File: src/rtl/xh_touch_ctrl_if.sv
// ---------------------------------------------------------------------------
// xh_touch_ctrl_if
// Touch-panel input bundle for the front-panel UI controller.
//   touch_valid : level, finger down
//   touch_x     : touch column, active-area pixels (X_BITS)
//   touch_y     : touch row, active-area pixels (Y_BITS)
//   vs_in       : frame sync from the video timing generator
// Modports: master = panel/timing side (drives), slave = controller (samples).
// ---------------------------------------------------------------------------
interface xh_touch_ctrl_if #(
   parameter int unsigned X_BITS = 13,
   parameter int unsigned Y_BITS = 13
);
   logic              touch_valid;
   logic [X_BITS-1:0] touch_x;
   logic [Y_BITS-1:0] touch_y;
   logic              vs_in;

   modport master (output touch_valid, touch_x, touch_y, vs_in);
   modport slave  (input  touch_valid, touch_x, touch_y, vs_in);
endinterface

File: src/rtl/xh_touch_ctrl.sv
// ---------------------------------------------------------------------------
// xh_touch_ctrl
// Touch-panel UI controller: hit-tests touch coordinates against the seven
// on-screen buttons, debounces press/release, runs the menu settings and
// reports the highlighted button once per frame.
//
// Ports
//   pix_clk    in   single clock, rising edge
//   rstn       in   synchronous active-low reset
//   tp         in   xh_touch_ctrl_if.slave (touch_valid, touch_x, touch_y, vs_in)
//   hl_id      out  button highlighted this frame, 0 = none
//   mode       out  0 MAIN, 1 FREQ_ADJ, 2 AMP_ADJ
//   wave_sel   out  waveform select
//   freq_code  out  frequency setting
//   amp_code   out  amplitude setting
//   evt_pulse  out  1-cycle strobe per accepted button event
//   rst_req    out  1-cycle soft-reset request (with the RST event strobe)
//
// Build option: define XH_AUTOREPEAT_EN to enable auto-repeat of PLUS/MINUS
// while held (REP_DLY first delay, REP_CYC period). Without it each press
// yields exactly one event and no repeat logic exists.
// ---------------------------------------------------------------------------
module xh_touch_ctrl #(
   parameter int unsigned X_BITS   = 13,
   parameter int unsigned Y_BITS   = 13,
   parameter int unsigned CODE_W   = 8,
   parameter int unsigned DEB_CYC  = 16,
   parameter int unsigned FREQ_DEF = 10,
   parameter int unsigned AMP_DEF  = 50,
   parameter int unsigned REP_DLY  = 64,
   parameter int unsigned REP_CYC  = 16
) (
   input  logic              pix_clk,
   input  logic              rstn,
   xh_touch_ctrl_if.slave    tp,
   output logic [2:0]        hl_id,
   output logic [1:0]        mode,
   output logic [1:0]        wave_sel,
   output logic [CODE_W-1:0] freq_code,
   output logic [CODE_W-1:0] amp_code,
   output logic              evt_pulse,
   output logic              rst_req
);

   localparam int unsigned CNT_W = $clog2(DEB_CYC + 1);

   localparam logic [2:0] ID_NONE  = 3'd0;
   localparam logic [2:0] ID_WAVE  = 3'd1;
   localparam logic [2:0] ID_FREQ  = 3'd2;
   localparam logic [2:0] ID_AMP   = 3'd3;
   localparam logic [2:0] ID_BACK  = 3'd4;
   localparam logic [2:0] ID_PLUS  = 3'd5;
   localparam logic [2:0] ID_MINUS = 3'd6;
   localparam logic [2:0] ID_RST   = 3'd7;

   localparam logic [1:0] MODE_MAIN = 2'd0;
   localparam logic [1:0] MODE_FREQ = 2'd1;
   localparam logic [1:0] MODE_AMP  = 2'd2;

   typedef enum logic [1:0] {
      ST_IDLE = 2'd0,
      ST_DEB  = 2'd1,
      ST_HELD = 2'd2,
      ST_REL  = 2'd3
   } state_t;

   state_t            state_q, state_d;
   logic [CNT_W-1:0]  cnt_q, cnt_d;
   logic [2:0]        cand_q, cand_d;
   logic [2:0]        hit_c;
   logic [2:0]        id_q;
   logic              armed_q;
   logic              fire_c;

   logic              evt_q;
   logic              rst_req_q;
   logic [2:0]        ev_id_q;
   logic              vs_q;
   logic [2:0]        hl_q;
   logic [1:0]        mode_q;
   logic [1:0]        wave_q;
   logic [CODE_W-1:0] freq_q;
   logic [CODE_W-1:0] amp_q;

`ifdef XH_AUTOREPEAT_EN
   localparam int unsigned REP_MAX = (REP_DLY > REP_CYC) ? REP_DLY : REP_CYC;
   localparam int unsigned REP_W   = $clog2(REP_MAX + 1);

   logic [REP_W-1:0] rep_cnt_q, rep_cnt_d;
   logic             rep_first_q, rep_first_d;
   logic             rep_stop_q, rep_stop_d;
   logic             rep_btn_c;

   assign rep_btn_c = (cand_q == ID_PLUS) || (cand_q == ID_MINUS);
`else
   // Repeat timing has no hardware in this build.
   if (REP_DLY == 0 || REP_CYC == 0) begin : g_rep_cfg_ignored
   end
`endif

   // Inclusive rectangle test; rectangles match the button-background renderer.
   function automatic logic in_rect(input logic [X_BITS-1:0] x,
                                    input logic [Y_BITS-1:0] y,
                                    input int unsigned x0, input int unsigned x1,
                                    input int unsigned y0, input int unsigned y1);
      return (x >= X_BITS'(x0)) && (x <= X_BITS'(x1)) &&
             (y >= Y_BITS'(y0)) && (y <= Y_BITS'(y1));
   endfunction

   // Button hit test (rectangles are disjoint).
   always_comb begin
      hit_c = ID_NONE;
      if (tp.touch_valid) begin
         if      (in_rect(tp.touch_x, tp.touch_y,  16,  240, 244, 356)) hit_c = ID_WAVE;
         else if (in_rect(tp.touch_x, tp.touch_y, 272,  496, 244, 356)) hit_c = ID_FREQ;
         else if (in_rect(tp.touch_x, tp.touch_y, 272,  496, 444, 556)) hit_c = ID_AMP;
         else if (in_rect(tp.touch_x, tp.touch_y, 780, 1004,  44, 156)) hit_c = ID_BACK;
         else if (in_rect(tp.touch_x, tp.touch_y, 528,  752, 244, 356)) hit_c = ID_PLUS;
         else if (in_rect(tp.touch_x, tp.touch_y, 528,  752, 444, 556)) hit_c = ID_MINUS;
         else if (in_rect(tp.touch_x, tp.touch_y,  16,  240, 444, 556)) hit_c = ID_RST;
      end
   end

   // Press FSM: state register.
   always_ff @(posedge pix_clk) begin
      if (!rstn) begin
         state_q <= ST_IDLE;
         cnt_q   <= '0;
         cand_q  <= ID_NONE;
      end else begin
         state_q <= state_d;
         cnt_q   <= cnt_d;
         cand_q  <= cand_d;
      end
   end

   // Press FSM: next state and event strobe.
   always_comb begin
      state_d = state_q;
      cnt_d   = cnt_q;
      cand_d  = cand_q;
      fire_c  = 1'b0;
`ifdef XH_AUTOREPEAT_EN
      rep_cnt_d   = rep_cnt_q;
      rep_first_d = rep_first_q;
      rep_stop_d  = rep_stop_q;
`endif
      unique case (state_q)
         ST_IDLE: begin
            // armed_q blocks a finger still down from before a reset.
            if (id_q != ID_NONE && armed_q) begin
               state_d = ST_DEB;
               cand_d  = id_q;
               cnt_d   = CNT_W'(1);
            end
         end
         ST_DEB: begin
            if (cnt_q == CNT_W'(DEB_CYC)) begin
               fire_c  = 1'b1;
               state_d = ST_HELD;
`ifdef XH_AUTOREPEAT_EN
               rep_cnt_d   = REP_W'(1);
               rep_first_d = 1'b1;
               rep_stop_d  = 1'b0;
`endif
            end else if (id_q == ID_NONE) begin
               state_d = ST_IDLE;
               cnt_d   = '0;
            end else if (id_q == cand_q) begin
               cnt_d = cnt_q + CNT_W'(1);
            end else begin
               cand_d = id_q;
               cnt_d  = CNT_W'(1);
            end
         end
         ST_HELD: begin
            if (!tp.touch_valid) begin
               state_d = ST_REL;
               cnt_d   = CNT_W'(1);
`ifdef XH_AUTOREPEAT_EN
               rep_stop_d = 1'b1;
            end else if (id_q != cand_q || !rep_btn_c || mode_q == MODE_MAIN) begin
               // Once the finger leaves the button the repeat stays off for this press.
               rep_stop_d = 1'b1;
            end else if (!rep_stop_q) begin
               if (rep_cnt_q == (rep_first_q ? REP_W'(REP_DLY) : REP_W'(REP_CYC))) begin
                  fire_c      = 1'b1;
                  rep_cnt_d   = REP_W'(1);
                  rep_first_d = 1'b0;
               end else begin
                  rep_cnt_d = rep_cnt_q + REP_W'(1);
               end
`endif
            end
         end
         ST_REL: begin
            // cnt_q counts consecutive released samples, the entry sample included.
            if (tp.touch_valid) begin
               state_d = ST_HELD;
            end else if (cnt_q >= CNT_W'(DEB_CYC - 1)) begin
               state_d = ST_IDLE;
               cnt_d   = '0;
            end else begin
               cnt_d = cnt_q + CNT_W'(1);
            end
         end
         default: begin
            state_d = ST_IDLE;
            cnt_d   = '0;
         end
      endcase
   end

`ifdef XH_AUTOREPEAT_EN
   // Auto-repeat timer.
   always_ff @(posedge pix_clk) begin
      if (!rstn) begin
         rep_cnt_q   <= '0;
         rep_first_q <= 1'b1;
         rep_stop_q  <= 1'b1;
      end else begin
         rep_cnt_q   <= rep_cnt_d;
         rep_first_q <= rep_first_d;
         rep_stop_q  <= rep_stop_d;
      end
   end
`endif

   // Registered hit id, re-arm flag, event strobes and frame highlight.
   always_ff @(posedge pix_clk) begin
      if (!rstn) begin
         id_q      <= ID_NONE;
         armed_q   <= 1'b0;
         evt_q     <= 1'b0;
         rst_req_q <= 1'b0;
         ev_id_q   <= ID_NONE;
         vs_q      <= 1'b0;
         hl_q      <= ID_NONE;
      end else begin
         id_q      <= hit_c;
         if (!tp.touch_valid) armed_q <= 1'b1;
         evt_q     <= fire_c;
         rst_req_q <= fire_c && (cand_q == ID_RST);
         ev_id_q   <= cand_q;
         vs_q      <= tp.vs_in;
         if (tp.vs_in && !vs_q)
            hl_q <= (state_q != ST_IDLE) ? cand_q : ID_NONE;
      end
   end

   // Setting registers, updated the cycle after the event strobe.
   always_ff @(posedge pix_clk) begin
      if (!rstn) begin
         mode_q <= MODE_MAIN;
         wave_q <= 2'd0;
         freq_q <= CODE_W'(FREQ_DEF);
         amp_q  <= CODE_W'(AMP_DEF);
      end else if (evt_q) begin
         case (ev_id_q)
            ID_WAVE: wave_q <= wave_q + 2'd1;
            ID_FREQ: mode_q <= MODE_FREQ;
            ID_AMP:  mode_q <= MODE_AMP;
            ID_BACK: mode_q <= MODE_MAIN;
            ID_PLUS: begin
               if (mode_q == MODE_FREQ && freq_q != '1) freq_q <= freq_q + CODE_W'(1);
               if (mode_q == MODE_AMP  && amp_q  != '1) amp_q  <= amp_q  + CODE_W'(1);
            end
            ID_MINUS: begin
               if (mode_q == MODE_FREQ && freq_q != '0) freq_q <= freq_q - CODE_W'(1);
               if (mode_q == MODE_AMP  && amp_q  != '0) amp_q  <= amp_q  - CODE_W'(1);
            end
            ID_RST: begin
               mode_q <= MODE_MAIN;
               wave_q <= 2'd0;
               freq_q <= CODE_W'(FREQ_DEF);
               amp_q  <= CODE_W'(AMP_DEF);
            end
            default: ;
         endcase
      end
   end

   assign hl_id     = hl_q;
   assign mode      = mode_q;
   assign wave_sel  = wave_q;
   assign freq_code = freq_q;
   assign amp_code  = amp_q;
   assign evt_pulse = evt_q;
   assign rst_req   = rst_req_q;

endmodule

File: src/flat_wrapper.sv
// flat-port wrapper written by rule: the top's interface ports become plain ports
module xh_touch_ctrl_flat 
#(
   parameter int unsigned X_BITS   = 13,
   parameter int unsigned Y_BITS   = 13,
   parameter int unsigned CODE_W   = 8,
   parameter int unsigned DEB_CYC  = 16,
   parameter int unsigned FREQ_DEF = 10,
   parameter int unsigned AMP_DEF  = 50,
   parameter int unsigned REP_DLY  = 64,
   parameter int unsigned REP_CYC  = 16
)
  (pix_clk, rstn, hl_id, mode, wave_sel, freq_code, amp_code, evt_pulse, rst_req, tp_touch_valid, tp_touch_x, tp_touch_y, tp_vs_in);
  xh_touch_ctrl_if #(.X_BITS(X_BITS), .Y_BITS(Y_BITS)) tp_i ();
  input  logic pix_clk;
  input  logic rstn;
  output logic [2:0] hl_id;
  output logic [1:0] mode;
  output logic [1:0] wave_sel;
  output logic [CODE_W-1:0] freq_code;
  output logic [CODE_W-1:0] amp_code;
  output logic evt_pulse;
  output logic rst_req;
  input wire logic [$bits(tp_i.touch_valid)-1:0] tp_touch_valid;
  input wire logic [$bits(tp_i.touch_x)-1:0] tp_touch_x;
  input wire logic [$bits(tp_i.touch_y)-1:0] tp_touch_y;
  input wire logic [$bits(tp_i.vs_in)-1:0] tp_vs_in;
  assign tp_i.touch_valid = tp_touch_valid;
  assign tp_i.touch_x = tp_touch_x;
  assign tp_i.touch_y = tp_touch_y;
  assign tp_i.vs_in = tp_vs_in;
  xh_touch_ctrl #(.X_BITS(X_BITS), .Y_BITS(Y_BITS), .CODE_W(CODE_W), .DEB_CYC(DEB_CYC), .FREQ_DEF(FREQ_DEF), .AMP_DEF(AMP_DEF), .REP_DLY(REP_DLY), .REP_CYC(REP_CYC)) u_core (.pix_clk(pix_clk), .rstn(rstn), .tp(tp_i), .hl_id(hl_id), .mode(mode), .wave_sel(wave_sel), .freq_code(freq_code), .amp_code(amp_code), .evt_pulse(evt_pulse), .rst_req(rst_req));
endmodule
File: config.mk
export PLATFORM = sky130hd
export DESIGN_NAME = xh_touch_ctrl_flat
export DESIGN_NICKNAME = d
export VERILOG_FILES = /design/src/rtl/xh_touch_ctrl_if.sv /design/src/rtl/xh_touch_ctrl.sv /design/src/flat_wrapper.sv
export SDC_FILE = /design/constraint.sdc
export NUM_CORES = 1
export LEC_CHECK = 0
export BUFFER_PORTS_ARGS = -buffer_cell sky130_fd_sc_hd__buf_2
export CAP_MARGIN = 20
export CELL_PAD_IN_SITES_DETAIL_PLACEMENT = 1
export CELL_PAD_IN_SITES_GLOBAL_PLACEMENT = 2
export CORE_MARGIN = 3
export CORE_UTILIZATION = 29
export DETAILED_ROUTE_END_ITERATION = 8
export PLACE_DENSITY = 0.88
export SYNTH_ARGS = -nofsm -noshare
export SYNTH_HDL_FRONTEND = slang
export SYNTH_SLANG_ARGS = --single-unit
File: constraint.sdc
create_clock -name pix_clk -period 2.5 [get_ports pix_clk]
set_input_delay 0.25 -clock pix_clk [delete_from_list [all_inputs] [get_ports pix_clk]]
set_output_delay 0.25 -clock pix_clk [all_outputs]
set_load 0.005 [all_outputs]
# Word-level counts from Yosys, hierarchy flattened
# Cells that the tools add are included.
classes:
  addsub: 6
  magnitude_cmp: 15
  n_eq_ne: 29
  muxes: 38
  bitwise: 2
  reduce_logical: 47
op_table:
  columns: ["op", "n"]
  rows:
  - ["8-bit case mux with 3 select lines", 2]
  - ["13-bit by 10-bit less-or-equal comparator with 1-bit output (second input constant)", 3]
  - ["5-bit two-way mux", 7]
  - ["8-bit two-way mux", 4]
  - ["3-bit two-way mux", 9]
  - ["13-bit by 10-bit >= comparator with 1-bit output (second input constant)", 2]
  - ["13-bit by 9-bit >= comparator with 1-bit output (second input constant)", 2]
  - ["13-bit by 8-bit less-or-equal comparator with 1-bit output (second input constant)", 2]
  - ["13-bit by 9-bit less-or-equal comparator with 1-bit output (second input constant)", 2]
  - ["1-bit logical AND", 25]
  - ["5-bit case mux with 4 select lines", 1]
  - ["8-bit by 1-bit adder with 8-bit output (second input constant)", 2]
  - ["2-bit two-way mux", 8]
  - ["8-bit != test (second input constant)", 2]
  - ["4-bit AND reduction", 4]
  - ["8-bit nonzero test", 2]
  - ["8-bit by 1-bit subtractor with 8-bit output (second input constant)", 2]
  - ["3-bit equality test (second input constant)", 5]
  - ["13-bit by 5-bit >= comparator with 1-bit output (second input constant)", 1]
  - ["13-bit by 6-bit >= comparator with 1-bit output (second input constant)", 1]
  - ["13-bit by 8-bit >= comparator with 1-bit output (second input constant)", 1]
  - ["2-bit by 1-bit != test with 1-bit output (second input constant)", 5]
  - ["2-bit != test (second input constant)", 5]
  - ["3-bit nonzero test", 3]
  - ["26 further kinds", 37]
totals:
  ff_bits: 43
  input_bits: 30
  out_inout_bits: 25

# Longest topological paths before layout
# Gate-level depths: netlist of run 1.
logic_depth:
  word_depth: 11
  mapped_depth: 12
  ltp_nobuf: 10

# Worst setup path after synthesis of run 1
# No wires, ideal clock.
synth_path:
  path_type: "register to register"
  start: "register u_core.ev_id_q[2]"
  end: "register u_core.amp_q[7], in the netlist u_core.amp_code[7]"
  setup_time_ns: 0.091
  arrival_ns: 2.660
  t_required_ns: 2.409
  setup_slack_ns: -0.251
  path_stages_with_launch: 13
  cell_sequence: "dfxtp_1 -> buf_2 -> and2_1 -> buf_2 -> nand2b_1 -> inv_1 -> ha_1 -> a21oi_1 -> o211ai_1 -> o41ai_1 -> mux2i_1 -> a21oi_1 -> a311oi_1"
synth_between:
  elab_chain_cells: 3
  word_cells_on_any_way: 8
  classes_between: "eq/ne (5); mux (1); reduce/logical (2)"
synth_lines:
  columns: ["element", "line_no", "source"]
  rows:
  - ["start, declared", "xh_touch_ctrl.sv:77", "logic [2:0] ev_id_q;"]
  - ["start signal, assigned", "xh_touch_ctrl.sv:244", "ev_id_q <= cand_q;"]
  - ["3-bit equality test", "xh_touch_ctrl.sv:259", "case (ev_id_q)"]
  - ["2-bit by 1-bit != test with 1-bit output (no source line) / 3-bit nonzero test (equally long branches)", null, null]
  - ["4-bit AND reduction (no source line)", null, null]
  - ["end signal, assigned", "xh_touch_ctrl.sv:257", "amp_q <= CODE_W'(AMP_DEF);"]
  - ["end signal, assigned", "xh_touch_ctrl.sv:266", "if (mode_q == MODE_AMP && amp_q != '1) amp_q <= amp_q + CODE_W'(1);"]
  - ["end signal, assigned", "xh_touch_ctrl.sv:270", "if (mode_q == MODE_AMP && amp_q != '0) amp_q <= amp_q - CODE_W'(1);"]
  - ["end, declared", "xh_touch_ctrl.sv:83", "logic [CODE_W-1:0] amp_q;"]
# Several ways; a longest one is shown, not always the timed one.
# A chain may end at the register's enable or synchronous reset.

# Worst setup path in the final report of run 1
layout_path:
  start: "register u_core.ev_id_q[1]"
  end: "register u_core.amp_q[7], in the netlist u_core.amp_code[7]"
# Same word-level chain as after synthesis.

==> metrics.yaml, run 1 <==
outcome:
  status: "finished clean"
layout:
  final-seq-area_um2: 861
  final_cell_mix: "buf_2, dfxtp_1, nor2_1, a21oi_1, nand2_1"
  final_util_pct: 36.7
  fin_area_um2: 3290
  n_antenna_cell: 0
  final_common_cell: "buf_2"
  drive_above_1_share_pct: 19.3
  syn_to_final_growth_pct: 19.5
  nNetsFinal: 455
  fillCellCount: 1121
  multi_input_area_um2: 1770
timing:
  skew_ns: 0.00883
  holdWs_ns: 0.162
  worstMarginPinSlew_ns: 0.530
  setup_viol: 0
  worst_slack_ns: 0.159
  period_needed_ns: 2.34
  slew_viol_final: 0
  fmax_mhz: 427
  slew_headroom_pct: 64.3
  hold_violations: 0
  fin_crit_sh_pct: 93.6
synth:
  synthesis.nets: 398
  avgSynthCellArea_um2: 7.85
  async_flop_share_pct: 0
  synth_area_um2: 2750
  synth_cells: 351
  synth_warnings: 0
  ys_ff_latch: 43
  netlist-cell-type-count: 53
  ys.flop_type: "dfxtp_1"
  yosysSeqAreaShare_pct: 31.3
  synth_edf_count: 0
clock_network:
  cts.sinks: 43
  cts-root-buf: "clkbuf_8"
  cts_buffer_depth: 2
  cts-htree-levels: 2
  clk_pin_slew_ns: 0.10
  worstSkewPairLatency_ns: 0.30
  numCtsBuffers: 5
  cts_hold_buf: 0
  tritoncts: "built"
job:
  max_cap_viol_count: 0
placement:
  postPlaceCellArea_um2: 3190
  pre_cts_ws_ns: 0.117
  dpl.hpwl_um: 6210
  gp_congestion: 0.846
  io_buffers: 54
drt:
  wl_um: 7940
  dr.pass1.iters: 4
  drtAntennaViolNets: 0
  num_vias: 2803
  avgViaCountPerCell: 5.24
  routedWlPerCell_um: 14.8
  drtIter0Drc: 64
  drc: 0
floorplan:
  ios: 55
  fp.dieW_um: 103
  rows: 34
  coreArea_um2: 8980
  initial_core_util_pct: 30.7
  fp.dieH_um: 103
  die_area_um2: 10700
global_routing:
  grt_max_degree: 29
  antenna_found_initial: 0
  grt_pass1_wl_um: 12900
  grt_overflow: 0
  grt_pass1_vias: 2701
  grt.total_usage_pct: 15.1
setup_path:
  critical_path_class: "reg -> reg"
  start_kind: "flip-flop"
  cp.arrival_ns: 2.56
  rrSetupSlack_ns: 0.16
  worstPathMaxFanout: 5
  cp-end-kind: "flip-flop"
  cp_data_required_time_ns: 2.72
pwr:
  p_comb_share_pct: 6.4
  p_int_w: 0.000926
  ir_drop_v: 0.000187
  seq_power_share_pct: 55.5
  leakagePower_nw: 1.34
  netSwitchingFraction_pct: 25.6
  cellPowerDensity_nw_per_um2: 378
  pwr-share-clk_pct: 38.1
  switchingPower_w: 0.000318
min_path:
  hold_class: "in -> reg"
## final cells by class
type / instances / share of cell area [%]
clock inverter: 3 / 0.798
clock buffer: 5 / 2.09
inverter: 22 / 2.51
sequential: 43 / 26.1
timing repair buffer: 61 / 9.81
multi-input combinational: 275 / 53.9
tap: 126 / 4.79
## synthesized netlist by cell type, types with 2 or more instances
library cell	instances	area share, %
nor2b_1	8	1.8
o211ai_1	4	1.1
buf_1	2	0.27
nand2_1	24	3.3
and3_1	7	1.6
mux2i_1	10	3.6
nor4_1	5	1.1
o22ai_1	3	0.68
o21bai_1	3	0.82
fa_1	2	1.5
a221oi_1	3	0.95
inv_1	20	2.7
o21ai_0	18	3.3
or4_1	2	0.55
and2_1	7	1.6
a22oi_1	4	1.1
or3_1	5	1.1
xor2_1	5	1.6
o21ai_1	5	0.91
nand3_1	16	2.9
a311oi_1	3	0.95
o41ai_1	2	0.64
dfxtp_1	43	31
a21oi_1	27	4.9
nand4_1	6	1.4
clkbuf_1	2	0.27
nand3b_1	4	1.1
o21a_1	3	0.82
nand2b_1	4	0.91
buf_2	6	1.1
xnor2_1	5	1.6
o31ai_1	3	0.82
a211oi_1	2	0.55
ha_1	15	6.8
nor2_1	39	5.3
inv_2	2	0.27
nor3_1	13	2.4
o2111ai_1	3	0.95
a31oi_1	2	0.45
## critical path, stage by stage, from the launching register on
cell	delay, ns
dfxtp_1	0.33
and2_1	0.20
nand2b_4	0.07
inv_2	0.10
ha_1	0.24
a21oi_1	0.21
o211ai_1	0.18
o41ai_2	0.23
buf_4	0.17
mux2i_1	0.18
a21oi_1	0.08
a311oi_1	0.25
## metal layers
metal	track usage [%]	part of all wire [%]
met5	0	0
met4	4.18	1.4
met3	3.09	4.2
met2	25.4	47
met1	19.6	47
## power groups by stage
stage | Combinational [W] | Clock (W) | Sequential (W)
after global placement | 0.0000790 | 0 | 0.000707
after floorplan | 0.0000352 | 0 | 0.000706
final | 0.0000800 | 0.000474 | 0.000691
after global routing | 0.0000911 | 0.000524 | 0.000691
after CTS | 0.0000811 | 0.000491 | 0.000691
after detailed placement | 0.0000809 | 0 | 0.000707
## worst paths after layout
check                    startpoint            endpoint  cells after the start
setup / recovery  u_core.ev_id_q[1]  u_core.amp_code[7]                     11
setup reg to reg  u_core.ev_id_q[1]  u_core.amp_code[7]                     11
hold reg to reg      u_core.armed_q      u_core.armed_q                      2
hold / removal             tp_vs_in         u_core.vs_q                      2
## logic make-up (layout without fill, tap and decap cells)
group / Yosys count / after routing / share of synthesized area [%]
XOR/XNOR: 10 / 10 / 3.18
AO/OA/AOI/OAI: 93 / 93 / 21.8
buffers and inverters: 33 / 91 / 5.04
multiplexers: 11 / 11 / 4.04
flip-flops: 43 / 43 / 31.3
adder cells (fa/ha/maj): 17 / 17 / 8.27
AND/OR/NAND/NOR: 144 / 144 / 26.4
## what timing repair did
action,4_1_cts,5_1_grt
hold endpoints to repair,0,0
gates resized for setup,0,1
buffers inserted,0,1
setup endpoints to repair,0,2
## per-stage QoR
step                cells   TNS, ns  total power, W
global route          535  -0.00932         0.00131
detailed placement    526         0        0.000787
floorplan             351         0        0.000741
CTS                   534         0         0.00126
global placement      526         0        0.000786
finish                535         0         0.00124
## sequential cells by signal, summed over array words and instances (netlist names)
name              cells
u_core.evt_pulse      1
u_core.state_q        2
u_core.freq_code      8
u_core.mode           2
u_core.wave_sel       2
u_core.id_q           3
u_core.vs_q           1
u_core.cnt_q          5
u_core.armed_q        1
u_core.hl_id          3
u_core.rst_req        1
u_core.ev_id_q        3
u_core.amp_code       8
u_core.cand_q         3
Power figures use the tool's default switching activity.
==> run 2, diff against run 1 <==
==> constraint.sdc (replaced) <==
create_clock -name pix_clk -period 2.5 [get_ports pix_clk]
set_input_delay 0.25 -clock pix_clk [delete_from_list [all_inputs] [get_ports pix_clk]]
set_output_delay 0.25 -clock pix_clk [all_outputs]
set_load 0.02 [all_outputs]
==> metrics.yaml, run 2 (synthesis results as in run 1) <==
outcome:
  status: "finished clean"  # unchanged
setup_path:
  start_kind: "flip-flop"  # unchanged
  reg2reg_depth: 10  # was 11
  cp-end-kind: "flip-flop"  # unchanged
  worstPathMaxFanout: 14  # was 5
  rr_startpoint: "u_core.ev_id_q[2]"  # was u_core.ev_id_q[1]
  cp_data_required_time_ns: 2.70  # was 2.72 ns
  rrSetupSlack_ns: 0.21  # was 0.16 ns
  critical_path_class: "reg -> reg"  # unchanged
  r2r-end: "u_core.amp_code[7]"  # unchanged
  cp.arrival_ns: 2.49  # was 2.56 ns
placement:
  dpl.hpwl_um: 5960  # was 6210 um
  gp_congestion: 0.798  # was 0.846
  io_buffers: 54  # unchanged
pwr:
  p_int_w: 0.000916  # was 0.000926 W
  leakagePower_nw: 1.33  # was 1.34 nW
  seq_power_share_pct: 56.8  # was 55.5%
  ir_drop_v: 0.000251  # was 0.000187 V
  netSwitchingFraction_pct: 24.6  # was 25.6%
  switchingPower_w: 0.000299  # was 0.000318 W
  pwr-share-clk_pct: 36.5  # was 38.1%
  cellPowerDensity_nw_per_um2: 370  # was 378 nW/um2
  p_comb_share_pct: 6.7  # was 6.4%
layout:
  n_antenna_cell: 0  # unchanged
  fillCellCount: 1124  # was 1121
  nNetsFinal: 454  # was 455
  final_cell_mix: "buf_2, dfxtp_1, nor2_1, a21oi_1, nand2_1"  # unchanged
  drive_above_1_share_pct: 19.1  # was 19.3%
  syn_to_final_growth_pct: 19.2  # was 19.5%
  final_common_cell: "buf_2"  # unchanged
timing:
  tns_ns: 0  # unchanged
  holdWs_ns: 0.178  # was 0.162 ns
  worstMarginPinSlew_ns: 0.577  # was 0.530 ns
  skew_ns: 0.00901  # was 0.00883 ns
  hold_violations: 0  # unchanged
  slew_viol_final: 0  # unchanged
  slew_headroom_pct: 61.2  # was 64.3%
  fmax_mhz: 437  # was 427 MHz
  period_needed_ns: 2.29  # was 2.34 ns
  fin_crit_sh_pct: 91.4  # was 93.6%
  setup_viol: 0  # unchanged
  rsz0062_at_grt: "no"
drt:
  avgViaCountPerCell: 5.20  # was 5.24
  num_vias: 2775  # was 2803
  dr.pass1.iters: 4  # unchanged
  drtIter0Drc: 44  # was 64
  wl_um: 7790  # was 7940 um
  drc: 0  # unchanged
  wl_met1_um: 3810  # was 3730 um
  wl_met3_um: 272  # was 337 um
  routedWlPerCell_um: 14.6  # was 14.8 um
  drtAntennaViolNets: 0  # unchanged
  highest_layer: "met4"  # unchanged
  wl_met2_um: 3590  # was 3760 um
global_routing:
  antenna_found_initial: 0  # unchanged
  grt_max_degree: 29  # unchanged
  grt_pass1_vias: 2689  # was 2701
  grt_pass1_wl_um: 12600  # was 12900 um
  grt.total_usage_pct: 14.6  # was 15.1%
  grt_overflow: 0  # unchanged
floorplan:
  rows: 34  # unchanged
  ios: 55  # unchanged
  die_area_um2: 10700  # unchanged
  fp.dieH_um: 103  # unchanged
  fp.dieW_um: 103  # unchanged
  initial_core_util_pct: 30.7  # unchanged
  coreArea_um2: 8980  # unchanged
clock_network:
  cts_hold_buf: 0  # unchanged
  tritoncts: "built"  # unchanged
  cts-root-buf: "clkbuf_8"  # unchanged
  cts-htree-levels: 2  # unchanged
  clk_pin_slew_ns: 0.08  # was 0.10 ns
  numCtsBuffers: 5  # unchanged
  cts_buffer_depth: 2  # unchanged
  worstSkewPairLatency_ns: 0.30  # about the same
  cts.sinks: 43  # unchanged
job:
  max_cap_viol_count: 0  # unchanged
min_path:
  whs_endpoint: "u_core.vs_q"  # unchanged
  hold_class: "in -> reg"  # unchanged
  hold_depth: 2  # unchanged
  hold_start: "tp_vs_in"  # unchanged
==> run 2: metal layers <==
metal  vias up  GRT usage [%]
li1       1391              -
met1      1325           19.4
met2        50           24.5
met3         9           2.41
met4         0           3.98
met5         -              0
==> run 2: power groups by stage <==
| stage | clock network (W) | registers [W] | logic (W) |
|---|---|---|---|
| 5_1_grt | 0.000489 | 0.000691 | 0.0000925 |
| 3_5_place_dp | 0 | 0.000707 | 0.0000822 |
| 4_1_cts | 0.000467 | 0.000690 | 0.0000828 |
| 2_1_floorplan | 0 | 0.000708 | 0.0000352 |
| 3_3_place_gp | 0 | 0.000706 | 0.0000807 |
| 6_report | 0.000443 | 0.000690 | 0.0000817 |
==> run 2: worst max-delay path by stage <==
stage	from	endpoint	slack (ns)	cells past startpoint
2_1_floorplan	u_core.ev_id_q[2]	u_core.amp_code[7]	0.05	12
3_3_place_gp	u_core.ev_id_q[1]	u_core.amp_code[7]	0.18	10
3_5_place_dp	u_core.ev_id_q[2]	u_core.amp_code[7]	0.09	10
4_1_cts	u_core.ev_id_q[2]	u_core.amp_code[7]	0.05	10
5_1_grt	u_core.ev_id_q[1]	u_core.amp_code[7]	0.009	10
6_report	u_core.ev_id_q[2]	u_core.amp_code[7]	0.21	10
==> run 2: cell type report <==
| cell class | count | area (um2) | share of cell area [%] |
|---|---|---|---|
| Clock buffer | 6 | 72.6 | 2.21 |
| Clock inverter | 2 | 12.5 | 0.381 |
| Inverter | 22 | 87.6 | 2.67 |
| Multi-Input combinational cell | 275 | 1780 | 54.1 |
| Sequential cell | 43 | 861 | 26.2 |
| Tap cell | 126 | 158 | 4.80 |
| Timing Repair Buffer | 60 | 315 | 9.61 |
==> run 2: worst max-delay path, cell delays in order (launching register included) <==
cell and delay, ns:
dfxtp_1 0.34, and2_4 0.16, nand2b_4 0.07, inv_6 0.13, ha_1 0.26, a21oi_2 0.16
o211ai_1 0.15, o41ai_2 0.37, mux2i_1 0.23, a21oi_1 0.08, a311oi_1 0.25
==> run 2: timing repair <==
item,in CTS,in global routing
buffers inserted,0,1
gates resized for setup,0,3
setup endpoints to repair,0,1
==> run 2: stage by stage <==
stage	utilization (%)	cell area (um2)	cells	setup WS [ns]	power, W
after floorplan	-	2770	351	0.0479	0.000743
after global placement	35.4	3180	525	0.184	0.000787
after detailed placement	35.4	3180	525	0.0864	0.000789
after CTS	36.4	3270	533	0.0483	0.00124
after global routing	36.6	3280	534	0.00943	0.00127
final	36.6	3280	534	0.214	0.00121
